===== config.mk =====
export PLATFORM = sky130hd
export DESIGN_NAME = scene_fade_mux
export DESIGN_NICKNAME = d
export VERILOG_FILES = /design/src/rtl/scene_pkg.sv /design/src/rtl/rgb_scaler.sv /design/src/rtl/scene_fade_mux.sv
export SDC_FILE = /design/constraint.sdc
export NUM_CORES = 1
export LEC_CHECK = 0
export BUFFER_PORTS_ARGS = -buffer_cell sky130_fd_sc_hd__buf_4
export CELL_PAD_IN_SITES_DETAIL_PLACEMENT = 0
export CELL_PAD_IN_SITES_GLOBAL_PLACEMENT = 1
export CORE_MARGIN = 2
export CORE_UTILIZATION = 38
export CTS_BUF_LIST = sky130_fd_sc_hd__clkbuf_2
export CTS_CLUSTER_DIAMETER = 100
export DETAILED_ROUTE_END_ITERATION = 10
export MAX_ROUTING_LAYER = met4
export PLACE_DENSITY_LB_ADDON = 0.15
export SLEW_MARGIN = 20
export SYNTH_ARGS = -nofsm -noshare
export SYNTH_HDL_FRONTEND = slang
export SYNTH_SLANG_ARGS = --single-unit

===== constraint.sdc =====
create_clock -name clk -period 7.95 [get_ports clk]
set_input_delay 1.1925 -clock clk [delete_from_list [all_inputs] [get_ports clk]]
set_output_delay 1.1925 -clock clk [all_outputs]
set_load 0.05 [all_outputs]

===== src/rtl/scene_pkg.sv =====
// Shared definitions for the scene fade multiplexer.
// Holds the scene codes used by the game front-end and the encoding
// of the fade state machine.
package scene_pkg;

  localparam int SCENE_W = 4;

  // Scene codes; 0 is never a valid scene.
  localparam logic [SCENE_W-1:0] START  = 4'd1;
  localparam logic [SCENE_W-1:0] CHOOSE = 4'd2;
  localparam logic [SCENE_W-1:0] FIGHT  = 4'd3;
  localparam logic [SCENE_W-1:0] WIN    = 4'd4;

  typedef enum logic [1:0] {
    ST_IDLE     = 2'd0,
    ST_FADE_OUT = 2'd1,
    ST_SWAP     = 2'd2,
    ST_FADE_IN  = 2'd3
  } fade_state_e;

endpackage


===== src/rtl/rgb_scaler.sv =====
// Brightness scaler: multiplies each RGB channel by a level in
// 0..FADE_STEPS and drops log2(FADE_STEPS) fraction bits (truncation).
// Level FADE_STEPS returns the pixel unchanged, level 0 returns black.
// Ports:
//   rgb_i   - packed RGB pixel, three channels of RGB_W/3 bits
//   level_i - brightness level
//   rgb_o   - scaled pixel (combinational)
module rgb_scaler
  import scene_pkg::*;
#(
  parameter int RGB_W      = 12,
  parameter int FADE_STEPS = 16,
  parameter int LVL_W      = $clog2(FADE_STEPS) + 1
) (
  input  logic [RGB_W-1:0] rgb_i,
  input  logic [LVL_W-1:0] level_i,
  output logic [RGB_W-1:0] rgb_o
);

  localparam int CH_W   = RGB_W / 3;
  localparam int SHIFT  = $clog2(FADE_STEPS);
  localparam int PROD_W = CH_W + LVL_W;

  function automatic logic [CH_W-1:0] scale_ch(input logic [CH_W-1:0]  ch,
                                               input logic [LVL_W-1:0] lvl);
    logic [PROD_W-1:0] prod;
    prod = PROD_W'(ch) * PROD_W'(lvl);
    // ch*lvl >> SHIFT never exceeds ch, so the cast loses nothing.
    return CH_W'(prod >> SHIFT);
  endfunction

  always_comb begin
    rgb_o = '0;
    for (int c = 0; c < 3; c++) begin
      rgb_o[c*CH_W +: CH_W] = scale_ch(rgb_i[c*CH_W +: CH_W], level_i);
    end
  end

endmodule


===== src/rtl/scene_fade_mux.sv =====
// Scene multiplexer with fade-to-black transitions.
// Selects one of NUM_SCENES pixel sources; on a scene change the picture
// fades out frame by frame, the source is swapped at black, then fades in.
// Ports:
//   clk, rst        - clock, synchronous active-high reset
//   frame_tick      - one-cycle pulse per frame start, paces the fade
//   valid           - active-video qualifier, blanks rgb_out when low
//   scene_req       - requested scene code (1..NUM_SCENES)
//   scene_rgb_flat  - per-scene RGB, scene code k+1 at slice k
//   scene_addr_flat - per-scene pixel address, scene code k+1 at slice k
//   rgb_out         - faded pixel, registered (1-cycle latency)
//   addr_out        - pixel address of the active scene (combinational)
//   active_scene    - scene code currently displayed
//   busy            - high while a transition is in progress
module scene_fade_mux
  import scene_pkg::*;
#(
  parameter int NUM_SCENES      = 4,
  parameter int RGB_W           = 12,
  parameter int ADDR_W          = 17,
  parameter int FADE_STEPS      = 16,
  parameter int FRAMES_PER_STEP = 2,
  parameter int FADE_EN         = 1,
  parameter int RESET_SCENE     = 1
) (
  input  logic                         clk,
  input  logic                         rst,
  input  logic                         frame_tick,
  input  logic                         valid,
  input  logic [SCENE_W-1:0]           scene_req,
  input  logic [NUM_SCENES*RGB_W-1:0]  scene_rgb_flat,
  input  logic [NUM_SCENES*ADDR_W-1:0] scene_addr_flat,
  output logic [RGB_W-1:0]             rgb_out,
  output logic [ADDR_W-1:0]            addr_out,
  output logic [SCENE_W-1:0]           active_scene,
  output logic                         busy
);

  localparam int LVL_W = $clog2(FADE_STEPS) + 1;
  localparam int CNT_W = (FRAMES_PER_STEP > 1) ? $clog2(FRAMES_PER_STEP) : 1;
  localparam logic [LVL_W-1:0]   LVL_MAX   = LVL_W'(FADE_STEPS);
  localparam logic [CNT_W-1:0]   CNT_LAST  = CNT_W'(FRAMES_PER_STEP - 1);
  localparam logic [SCENE_W-1:0] SCENE_RST = SCENE_W'(RESET_SCENE);

  fade_state_e        state_q, state_d;
  logic [LVL_W-1:0]   level_q, level_d;
  logic [SCENE_W-1:0] active_q, active_d;
  logic [SCENE_W-1:0] target_q, target_d;
  logic [CNT_W-1:0]   fcnt_q, fcnt_d;
  logic [RGB_W-1:0]   rgb_p1_q;

  logic               step;
  logic [RGB_W-1:0]   src_rgb;
  logic [RGB_W-1:0]   scaled_rgb;

  assign step = frame_tick && (fcnt_q == CNT_LAST);

  always_comb begin
    state_d  = state_q;
    level_d  = level_q;
    active_d = active_q;
    target_d = target_q;
    fcnt_d   = fcnt_q;

    if (frame_tick) begin
      fcnt_d = step ? '0 : fcnt_q + 1'b1;
    end

    if (FADE_EN == 0) begin
      // Instant switching: no fade, no transition states.
      state_d  = ST_IDLE;
      level_d  = LVL_MAX;
      active_d = scene_req;
      target_d = scene_req;
      fcnt_d   = '0;
    end else begin
      unique case (state_q)
        ST_IDLE: begin
          if (scene_req != active_q) begin
            state_d  = ST_FADE_OUT;
            target_d = scene_req;
          end
        end
        ST_FADE_OUT: begin
          // Latest request wins; a request back to the shown scene
          // reverses the fade from wherever the level currently is.
          target_d = scene_req;
          if (scene_req == active_q) begin
            state_d = ST_FADE_IN;
          end else if (level_q == '0) begin
            state_d = ST_SWAP;
          end else if (step) begin
            level_d = level_q - 1'b1;
          end
        end
        ST_SWAP: begin
          active_d = target_q;
          state_d  = ST_FADE_IN;
        end
        ST_FADE_IN: begin
          if (scene_req != active_q) begin
            state_d  = ST_FADE_OUT;
            target_d = scene_req;
          end else if (level_q == LVL_MAX) begin
            state_d = ST_IDLE;
          end else if (step) begin
            level_d = level_q + 1'b1;
          end
        end
        default: state_d = ST_IDLE;
      endcase
    end

    // Every state starts counting frames from zero.
    if (state_d != state_q) begin
      fcnt_d = '0;
    end
  end

  always_ff @(posedge clk) begin
    if (rst) begin
      state_q  <= ST_IDLE;
      level_q  <= LVL_MAX;
      active_q <= SCENE_RST;
      target_q <= SCENE_RST;
      fcnt_q   <= '0;
    end else begin
      state_q  <= state_d;
      level_q  <= level_d;
      active_q <= active_d;
      target_q <= target_d;
      fcnt_q   <= fcnt_d;
    end
  end

  // Source select; codes outside 1..NUM_SCENES give address 0 and black.
  always_comb begin
    src_rgb  = '0;
    addr_out = '0;
    for (int k = 0; k < NUM_SCENES; k++) begin
      if (active_q == SCENE_W'(k + 1)) begin
        src_rgb  = scene_rgb_flat[k*RGB_W +: RGB_W];
        addr_out = scene_addr_flat[k*ADDR_W +: ADDR_W];
      end
    end
  end

  rgb_scaler #(
    .RGB_W      (RGB_W),
    .FADE_STEPS (FADE_STEPS),
    .LVL_W      (LVL_W)
  ) u_scaler (
    .rgb_i   (src_rgb),
    .level_i (level_q),
    .rgb_o   (scaled_rgb)
  );

  // ---- stage p0 -> p1: registered output pixel ----
  always_ff @(posedge clk) begin
    if (rst) begin
      rgb_p1_q <= '0;
    end else begin
      rgb_p1_q <= valid ? scaled_rgb : '0;
    end
  end

  assign rgb_out      = rgb_p1_q;
  assign active_scene = active_q;
  assign busy         = (state_q != ST_IDLE);

endmodule


==> load_flow_metrics.sql, run 1 <==
INSERT INTO impl_metrics (metric_group, metric, value, unit) VALUES
('status', 'status', 'finished, final reports clean', ''),
('placement', 'hpwl', '8980', 'µm'),
('yosys', 'syn_area', '3760', 'µm²'),
('yosys', 'synth_nets', '645', ''),
('sta', 'setup_viol_count_final', '0', ''),
('clocking', 'cts_sinks', '28', ''),
('run', 'maxCapViolCount', '0', ''),
('sta', 'relSlewSlack', '28.1', '%'),
('clocking', 'cts-root-buf', 'sky130_fd_sc_hd__clkbuf_2', ''),
('drt', 'remaining_drc_errors', '0', ''),
('yosys', 'ys_top_cells_by_count', '43 x sky130_fd_sc_hd__nor2_1, 40 x sky130_fd_sc_hd__nand2_1, 35 x sky130_fd_sc_hd__ha_1', ''),
('yosys', 'postSynthCellCount', '470', ''),
('yosys', 'synth_async_sr_flop_share', '0', '%'),
('clocking', 'clockBufferDepth', '2', ''),
('clocking', 'clock_insertion_delay_at_the_later_pin_of_the_skew_report', '410', 'ps'),
('yosys', 'synthMostInstantiatedCell', 'sky130_fd_sc_hd__nor2_1', ''),
('placement', 'dpl_worst_slack', '2790', 'ps'),
('setup_path', 'worstSetupEndpointType', 'register', ''),
('setup_path', 'crit_path_cell_trace', 'nor2b_1 -> buf_4 -> a22o_1 -> a22o_1 -> nand2_1 -> fa_1 -> inv_1 -> fa_1 -> ha_1 -> and4_1 -> nor3b_1 -> a311oi_1 -> o31ai_1 -> xnor2_1 -> nor2_1', ''),
('global_route', 'grt_max_degree', '49', ''),
('pwr', 'ir_worst_vdd', '0.0555', 'mV'),
('drt', 'drtIter0Drc', '176', ''),
('hold_path', 'min_to', 'target_q[0]', ''),
('drt', 'routed_wire_length_per_instance', '15.5', 'µm'),
('hold_path', 'worst_hold_path.num_cells', '1', ''),
('sta', 'number_of_max_slew_violations_in_the_final_report', '0', ''),
('sta', 'timing.fmax', '0.193', 'GHz'),
('yosys', 'synth_sequential_area_ratio', '14.9', '%'),
('setup_path', 'crit_path_launch_type', 'register', ''),
('setup_path', 'timing.critical_path.required', '8270', 'ps'),
('global_route', 'grt_util_met3', '3.02', '%'),
('clocking', 'clock_tree_from_tritoncts', 'done', ''),
('pwr', 'powerDensity', '85.4', 'nW/µm²'),
('setup_path', 'worst-r2r-cell-count', '15', ''),
('pwr', 'power_leakage', '2.39', 'nW'),
('layout', 'diodes', '0', ''),
('pwr', 'power.sequential.fraction', '35.7', '%'),
('setup_path', 'r2r_setup_slack', '2760', 'ps'),
('clocking', 'clkSlewWorstSetupHoldPaths', '310', 'ps'),
('die', 'area_of_the_placeable_core', '9680', 'µm²'),
('clocking', 'post-cts-setup-buffer-count', '0', ''),
('setup_path', 'cpLargestDelayFamily', 'adder cells', ''),
('placement', 'gpl.final_weighted_congestion', '0.847', ''),
('pwr', 'switching_share', '34.9', '%'),
('hold_path', 'worst_hold_path_type', 'register to register', ''),
('die', 'io_pins', '158', ''),
('drt', 'route.final.wire_length', '11400', 'µm'),
('drt', 'dr_total_vias', '3857', ''),
('yosys', 'yosys-top-cells-area', 'sky130_fd_sc_hd__dfxtp_1 15%, sky130_fd_sc_hd__ha_1 12%, sky130_fd_sc_hd__fa_1 8.5%', ''),
('sta', 'finalClockSkew', '16.0', 'ps'),
('yosys', 'synth_largest_area_cell', 'sky130_fd_sc_hd__dfxtp_1', ''),
('global_route', 'globalRouteMet2Util', '37.7', '%'),
('yosys', 'yosys_warnings', '0', ''),
('clocking', 'cts_made_buffers', '3', ''),
('global_route', 'wire_length_of_the_first_global_routing_pass', '18800', 'µm'),
('setup_path', 'worst-endpoint-arrival', '5510', 'ps'),
('layout', 'flow.area_growth_from_synthesis', '34.7', '%'),
('pwr', 'comb_pwr_share', '42.9', '%'),
('sta', 'final_hold_viol_count', '0', ''),
('global_route', 'gr-usage-all-layers', '21.7', '%'),
('setup_path', 'critical_path.slowest_cell', 'sky130_fd_sc_hd__dfxtp_2', ''),
('die', 'floorplan.initialDensity', '38.9', '%'),
('clocking', 'cts.repair.resized', '0', ''),
('die', 'floorplan.rows', '36', ''),
('setup_path', 'cp_slowest_stage_delay', '1110', 'ps'),
('setup_path', 'path_class', 'register to register', ''),
('sta', 'grt_setup_unrepaired', 'false', ''),
('setup_path', 'critical_path.startpoint', 'active_scene[1]', ''),
('sta', 'setup_tns', '0', 'ps'),
('yosys', 'yosys_register_bits', '28', ''),
('yosys', 'synth-edff-count', '0', '');
==> layer usage <==
layer	part of all wire, %	up-vias
li1	-	1921
met1	45	1805
met2	49	126
met3	5.3	5
met4	0.57	0
met5	0	-
==> power by group through the flow <==
stage	Clock (W)	Sequential (W)	Combinational [W]
after floorplan	0	0.000167	0.0000969
after global placement	0	0.000157	0.000184
after detailed placement	0	0.000157	0.000186
after CTS	0.0000962	0.000155	0.000187
after global routing	0.0000997	0.000156	0.000204
final	0.0000926	0.000155	0.000186
==> flip-flops by register name, summed over array words and instances, names as in the netlist <==
register	count
rgb_out	12
level_q	5
active_scene	4
target_q	4
state_q	2
fcnt_q	1
==> worst max-delay path by stage <==
stage	end	slack, ps	cells after the start
6_report	rgb_out[7]	2760	15
5_1_grt	rgb_out[7]	2330	15
4_1_cts	rgb_out[7]	2710	15
3_5_place_dp	rgb_out[7]	2790	15
3_3_place_gp	rgb_out[7]	2860	15
2_1_floorplan	rgb_out[3]	3490	15
==> area by class of cell <==
type,count,area [µm²]
fillers,958,4610
multi-input cells,383,2980
repair buffers,160,1200
flip-flops and latches,28,562
well taps,133,166
inverters,32,120
clock inverters,1,30.0
clock buffers,3,15.0
==> through the flow <==
| stage | hold slack, ps | util (%) | total power, W | std cells | cell area [µm²] |
|---|---|---|---|---|---|
| after global placement | 449 | 51.9 | 0.000341 | 736 | 5020 |
| after detailed placement | 460 | 51.9 | 0.000343 | 736 | 5020 |
| final | 517 | 52.4 | 0.000433 | 740 | 5070 |
| after CTS | 519 | 52.4 | 0.000438 | 740 | 5070 |
| after floorplan | 437 | - | 0.000264 | 470 | 3760 |
| after global routing | 543 | 52.4 | 0.000460 | 740 | 5070 |
==> logic make-up after synthesis <==
| kind of cell | Yosys count | share of synthesized area, % |
|---|---|---|
| simple gates | 161 | 22.7 |
| compound gates | 112 | 20.3 |
| xor+xnor | 23 | 5.35 |
| flops | 28 | 14.9 |
| mux | 36 | 10.3 |
| buf+inv | 59 | 6.31 |
| fa+ha+maj | 51 | 20.1 |
==> placed cells by master, fill, tap and decap left out, types with 3 or more instances in the layout <==
| master | n |
|---|---|
| sky130_fd_sc_hd__buf_4 | 160 |
| sky130_fd_sc_hd__nor2_1 | 43 |
| sky130_fd_sc_hd__nand2_1 | 40 |
| sky130_fd_sc_hd__ha_1 | 35 |
| sky130_fd_sc_hd__inv_1 | 32 |
| sky130_fd_sc_hd__o21ai_0 | 27 |
| sky130_fd_sc_hd__dfxtp_1 | 27 |
| sky130_fd_sc_hd__mux2_2 | 22 |
| sky130_fd_sc_hd__and2_1 | 22 |
| sky130_fd_sc_hd__a22oi_1 | 20 |
| sky130_fd_sc_hd__xnor2_1 | 18 |
| sky130_fd_sc_hd__a21oi_1 | 17 |
| sky130_fd_sc_hd__fa_1 | 16 |
| sky130_fd_sc_hd__mux2i_1 | 14 |
| sky130_fd_sc_hd__nor2b_1 | 12 |
| sky130_fd_sc_hd__or2_2 | 7 |
| sky130_fd_sc_hd__nand2b_1 | 6 |
| sky130_fd_sc_hd__a31oi_1 | 6 |
| sky130_fd_sc_hd__nand3b_1 | 5 |
| sky130_fd_sc_hd__a22o_1 | 5 |
| sky130_fd_sc_hd__o31ai_1 | 5 |
| sky130_fd_sc_hd__xor2_1 | 5 |
| sky130_fd_sc_hd__o21a_1 | 4 |
| sky130_fd_sc_hd__a311oi_1 | 4 |
| sky130_fd_sc_hd__nand3_1 | 3 |
| sky130_fd_sc_hd__a211o_1 | 3 |
| sky130_fd_sc_hd__and4_1 | 3 |
| sky130_fd_sc_hd__a21o_1 | 3 |
| sky130_fd_sc_hd__nor3_1 | 3 |
| sky130_fd_sc_hd__clkbuf_2 | 3 |
Power figures use the tool's default switching activity.
==> run 2: changes to the inputs <==
--- a/config.mk
+++ b/config.mk
@@ -5,11 +5,12 @@
 export SDC_FILE = /design/constraint.sdc
 export NUM_CORES = 1
 export LEC_CHECK = 0
+export ABC_AREA = 1
 export BUFFER_PORTS_ARGS = -buffer_cell sky130_fd_sc_hd__buf_4
 export CELL_PAD_IN_SITES_DETAIL_PLACEMENT = 0
 export CELL_PAD_IN_SITES_GLOBAL_PLACEMENT = 1
 export CORE_MARGIN = 2
-export CORE_UTILIZATION = 38
+export CORE_UTILIZATION = 33
 export CTS_BUF_LIST = sky130_fd_sc_hd__clkbuf_2
 export CTS_CLUSTER_DIAMETER = 100
 export DETAILED_ROUTE_END_ITERATION = 10
==> constraint.sdc (replaced) <==
create_clock -name clk -period 5 [get_ports clk]
set_input_delay 0.75 -clock clk [delete_from_list [all_inputs] [get_ports clk]]
set_output_delay 0.75 -clock clk [all_outputs]
set_load 0.05 [all_outputs]
==> run 2 against run 1 <==
Against the previous run: clock skew grew 20 ps; cell count grew 17%; highest routed layer unchanged; hold slack lost 43 ps; critical path depth grew 4; clock power grew 1%; flip-flop and latch count is the same; via count grew 8.2%; fmax grew 27%.
==> load_flow_metrics.sql, run 2 <==
INSERT INTO impl_metrics (metric_group, metric, value, unit) VALUES
('status', 'status', 'finished, final reports clean', ''),
('layout', 'post-route-util', '45.8', '%'),
('drt', 'dr_total_vias', '4175', ''),
('layout', 'layout.cells.most_common', 'sky130_fd_sc_hd__nand2_1', ''),
('drt', 'routed_wire_length_per_instance', '14.3', 'µm'),
('setup_path', 'worst-endpoint-arrival', '4480', 'ps'),
('sta', 'timing.final.crit_share', '81.6', '%'),
('sta', 'grt_setup_unrepaired', 'false', ''),
('die', 'floorplan.die_area', '12000', 'µm²'),
('die', 'floorplan.die.height', '109', 'µm'),
('die', 'io_pins', '158', ''),
('placement', 'hpwl', '10200', 'µm'),
('yosys', 'avgSynthCellArea', '6.37', 'µm²'),
('pwr', 'power_leakage', '2.63', 'nW'),
('clocking', 'clockBufferDepth', '2', ''),
('global_route', 'gr-usage-all-layers', '21.4', '%'),
('yosys', 'synth_async_sr_flop_share', '0', '%'),
('yosys', 'ys_types', '35', ''),
('yosys', 'syn_area', '3660', 'µm²'),
('placement', 'place.port_buffers', '157', ''),
('sta', 'relSlewSlack', '66.2', '%'),
('layout', 'drive_above_1_share', '29.6', '%'),
('clocking', 'cts-root-buf', 'sky130_fd_sc_hd__clkbuf_2', ''),
('layout', 'flow.area_growth_from_synthesis', '35.6', '%'),
('drt', 'detailedRoute.firstPassIterationCount', '5', ''),
('sta', 'final_hold_viol_count', '0', ''),
('yosys', 'synth-edff-count', '0', ''),
('clocking', 'post-cts-setup-buffer-count', '0', ''),
('setup_path', 'path_max_fanout', '23', ''),
('global_route', 'grt_remaining_overflow', '0', ''),
('sta', 'worst_path_setup_slack_after_routing', '922', 'ps'),
('global_route', 'wire_length_of_the_first_global_routing_pass', '19500', 'µm'),
('global_route', 'via_count_of_the_first_global_routing_pass', '4031', ''),
('yosys', 'synthMostInstantiatedCell', 'sky130_fd_sc_hd__nand2_1', ''),
('clocking', 'cts_sinks', '28', ''),
('hold_path', 'worst_hold_path_type', 'register to register', ''),
('setup_path', 'worstSetupEndpointType', 'register', ''),
('die', 'floorplan.initialDensity', '33.8', '%'),
('clocking', 'hold_buffers', '0', ''),
('setup_path', 'timing.critical_path.required', '5400', 'ps'),
('clocking', 'ctsHtreeMaxLevel', '1', ''),
('drt', 'remaining_drc_errors', '0', ''),
('sta', 'worst_slew_pin_slew', '507', 'ps'),
('drt', 'antenna_left', '0', ''),
('run', 'maxCapViolCount', '0', ''),
('sta', 'number_of_max_slew_violations_in_the_final_report', '0', ''),
('die', 'floorplan.rows', '38', ''),
('setup_path', 'path_class', 'register to register', ''),
('die', 'dieWidth', '109', 'µm'),
('drt', 'drtIter0Drc', '168', ''),
('layout', 'largest_register_ff_count', '12', ''),
('layout', 'most-common-layout-cells', '173 x sky130_fd_sc_hd__nand2_1, 161 x sky130_fd_sc_hd__buf_4, 68 x sky130_fd_sc_hd__nor2_1', ''),
('yosys', 'yosys-top-cells-area', 'sky130_fd_sc_hd__nand2_1 18%, sky130_fd_sc_hd__dfxtp_1 15%, sky130_fd_sc_hd__ha_1 12%', ''),
('sta', 'finalClockSkew', '36.2', 'ps'),
('setup_path', 'crit_path_launch_type', 'register', ''),
('sta', 'post-route-min-period', '4080', 'ps'),
('yosys', 'postSynthCellCount', '575', ''),
('yosys', 'synth_nets', '750', ''),
('clocking', 'clkSlewWorstSetupHoldPaths', '310', 'ps'),
('clocking', 'clock_tree_from_tritoncts', 'done', ''),
('die', 'area_of_the_placeable_core', '10800', 'µm²'),
('yosys', 'yosys_warnings', '0', ''),
('layout', 'layout.cells.non_filler', '863', ''),
('pwr', 'ir_worst_vdd', '0.144', 'mV'),
('layout', 'diodes', '0', ''),
('yosys', 'ys_top_cells_by_count', '173 x sky130_fd_sc_hd__nand2_1, 68 x sky130_fd_sc_hd__nor2_1, 59 x sky130_fd_sc_hd__inv_1', ''),
('yosys', 'prevailing_post_synth_register_cell', 'sky130_fd_sc_hd__dfxtp_1', ''),
('clocking', 'cts_made_buffers', '3', ''),
('placement', 'dpl_worst_slack', '901', 'ps'),
('layout', 'final_net_count', '900', ''),
('sta', 'timing.fmax', '0.245', 'GHz'),
('clocking', 'clock_insertion_delay_at_the_later_pin_of_the_skew_report', '420', 'ps'),
('yosys', 'synth_largest_area_cell', 'sky130_fd_sc_hd__nand2_1', ''),
('drt', 'viasPerCell', '4.84', ''),
('sta', 'setup_tns', '0', 'ps'),
('clocking', 'cts.repair.resized', '0', ''),
('drt', 'route.final.wire_length', '12400', 'µm'),
('placement', 'gpl.final_weighted_congestion', '0.854', ''),
('yosys', 'synth_sequential_area_ratio', '15.3', '%'),
('yosys', 'synth.top_cell.area_share', '17.7', '%'),
('global_route', 'antenna_found_initial', '0', ''),
('global_route', 'grt_max_degree', '24', ''),
('sta', 'setup_viol_count_final', '0', ''),
('placement', 'placedCellCount', '860', ''),
('pwr', 'powerDensity', '183', 'nW/µm²'),
('yosys', 'yosys_register_bits', '28', '');
run 2: cell count changes in the layout (fill, tap and decap cells not counted), sizes merged, moves of 17 or more:
cell / delta
a22oi: -20
and2: -22
inv: +32
mux2: -22
nand2: +144
nand3: +45
nand4: +23
nor2: +38
xnor2: -17
run 2: final cells by class:
type | instances | area (µm²)
multi-input combinational | 463 | 2750
sequential | 28 | 561
inverter | 68 | 256
tap | 140 | 175
clock buffer | 3 | 15.0
timing repair buffer | 161 | 1210
fill | 1149 | 5870
run 2: kinds of logic after synthesis:
group	after synthesis	share of synthesized area (%)
compound gates	53	8.77
fa+ha+maj	51	20.7
xor+xnor	11	2.63
flops	28	15.3
buf+inv	84	9.56
simple gates	348	43.1
run 2: worst paths after layout:
| path | startpoint | to | slack (ps) | cells after the start |
|---|---|---|---|---|
| worst min-delay path | target_q[3] | target_q[3] | 470 | 2 |
| worst max register to register | active_scene[1] | rgb_out[3] | 920 | 19 |
| worst min register to register | target_q[3] | target_q[3] | 470 | 2 |
| worst max-delay path | active_scene[1] | rgb_out[3] | 920 | 19 |
run 2: critical path: stages, from the launching register on:
cell and delay, ps:
sky130_fd_sc_hd__dfxtp_1 650, sky130_fd_sc_hd__nor2_1 120, sky130_fd_sc_hd__nand2_2 220, sky130_fd_sc_hd__inv_2 240, sky130_fd_sc_hd__a21oi_1 200, sky130_fd_sc_hd__nand3_1 150
sky130_fd_sc_hd__nand2_1 140, sky130_fd_sc_hd__nor2_1 70, sky130_fd_sc_hd__fa_1 550, sky130_fd_sc_hd__inv_1 60, sky130_fd_sc_hd__fa_1 530, sky130_fd_sc_hd__inv_1 40
sky130_fd_sc_hd__ha_1 320, sky130_fd_sc_hd__a21oi_1 290, sky130_fd_sc_hd__nor2_1 70, sky130_fd_sc_hd__a211oi_1 160, sky130_fd_sc_hd__nand2_1 90, sky130_fd_sc_hd__nand2_1 70
sky130_fd_sc_hd__nand2_1 40, sky130_fd_sc_hd__nor2_1 70
run 2: per-layer routing:
| metal | up-vias | track usage [%] | share of wire (%) |
|---|---|---|---|
| li1 | 2133 | - | - |
| met1 | 1915 | 24.3 | 42 |
| met2 | 109 | 39.4 | 51 |
| met3 | 18 | 2.85 | 5.0 |
| met4 | 0 | 5.97 | 2.2 |
| met5 | - | - | 0 |
run 2: report_power, final:
part	internal (W)	switching, W	total, W
registers	0.000244	0.0000167	0.000260
logic	0.000210	0.000346	0.000556
clock network	0.0000162	0.0000773	0.0000936
total	0.000470	0.000440	0.000910
run 2: metrics by stage:
step	total power, W	hold WS [ps]	instance area, µm²
after floorplan	0.000632	429	3660
after global placement	0.000820	446	4950
after detailed placement	0.000824	449	4950
after CTS	0.000926	479	4970
after global routing	0.000987	468	4970
final	0.000910	474	4970
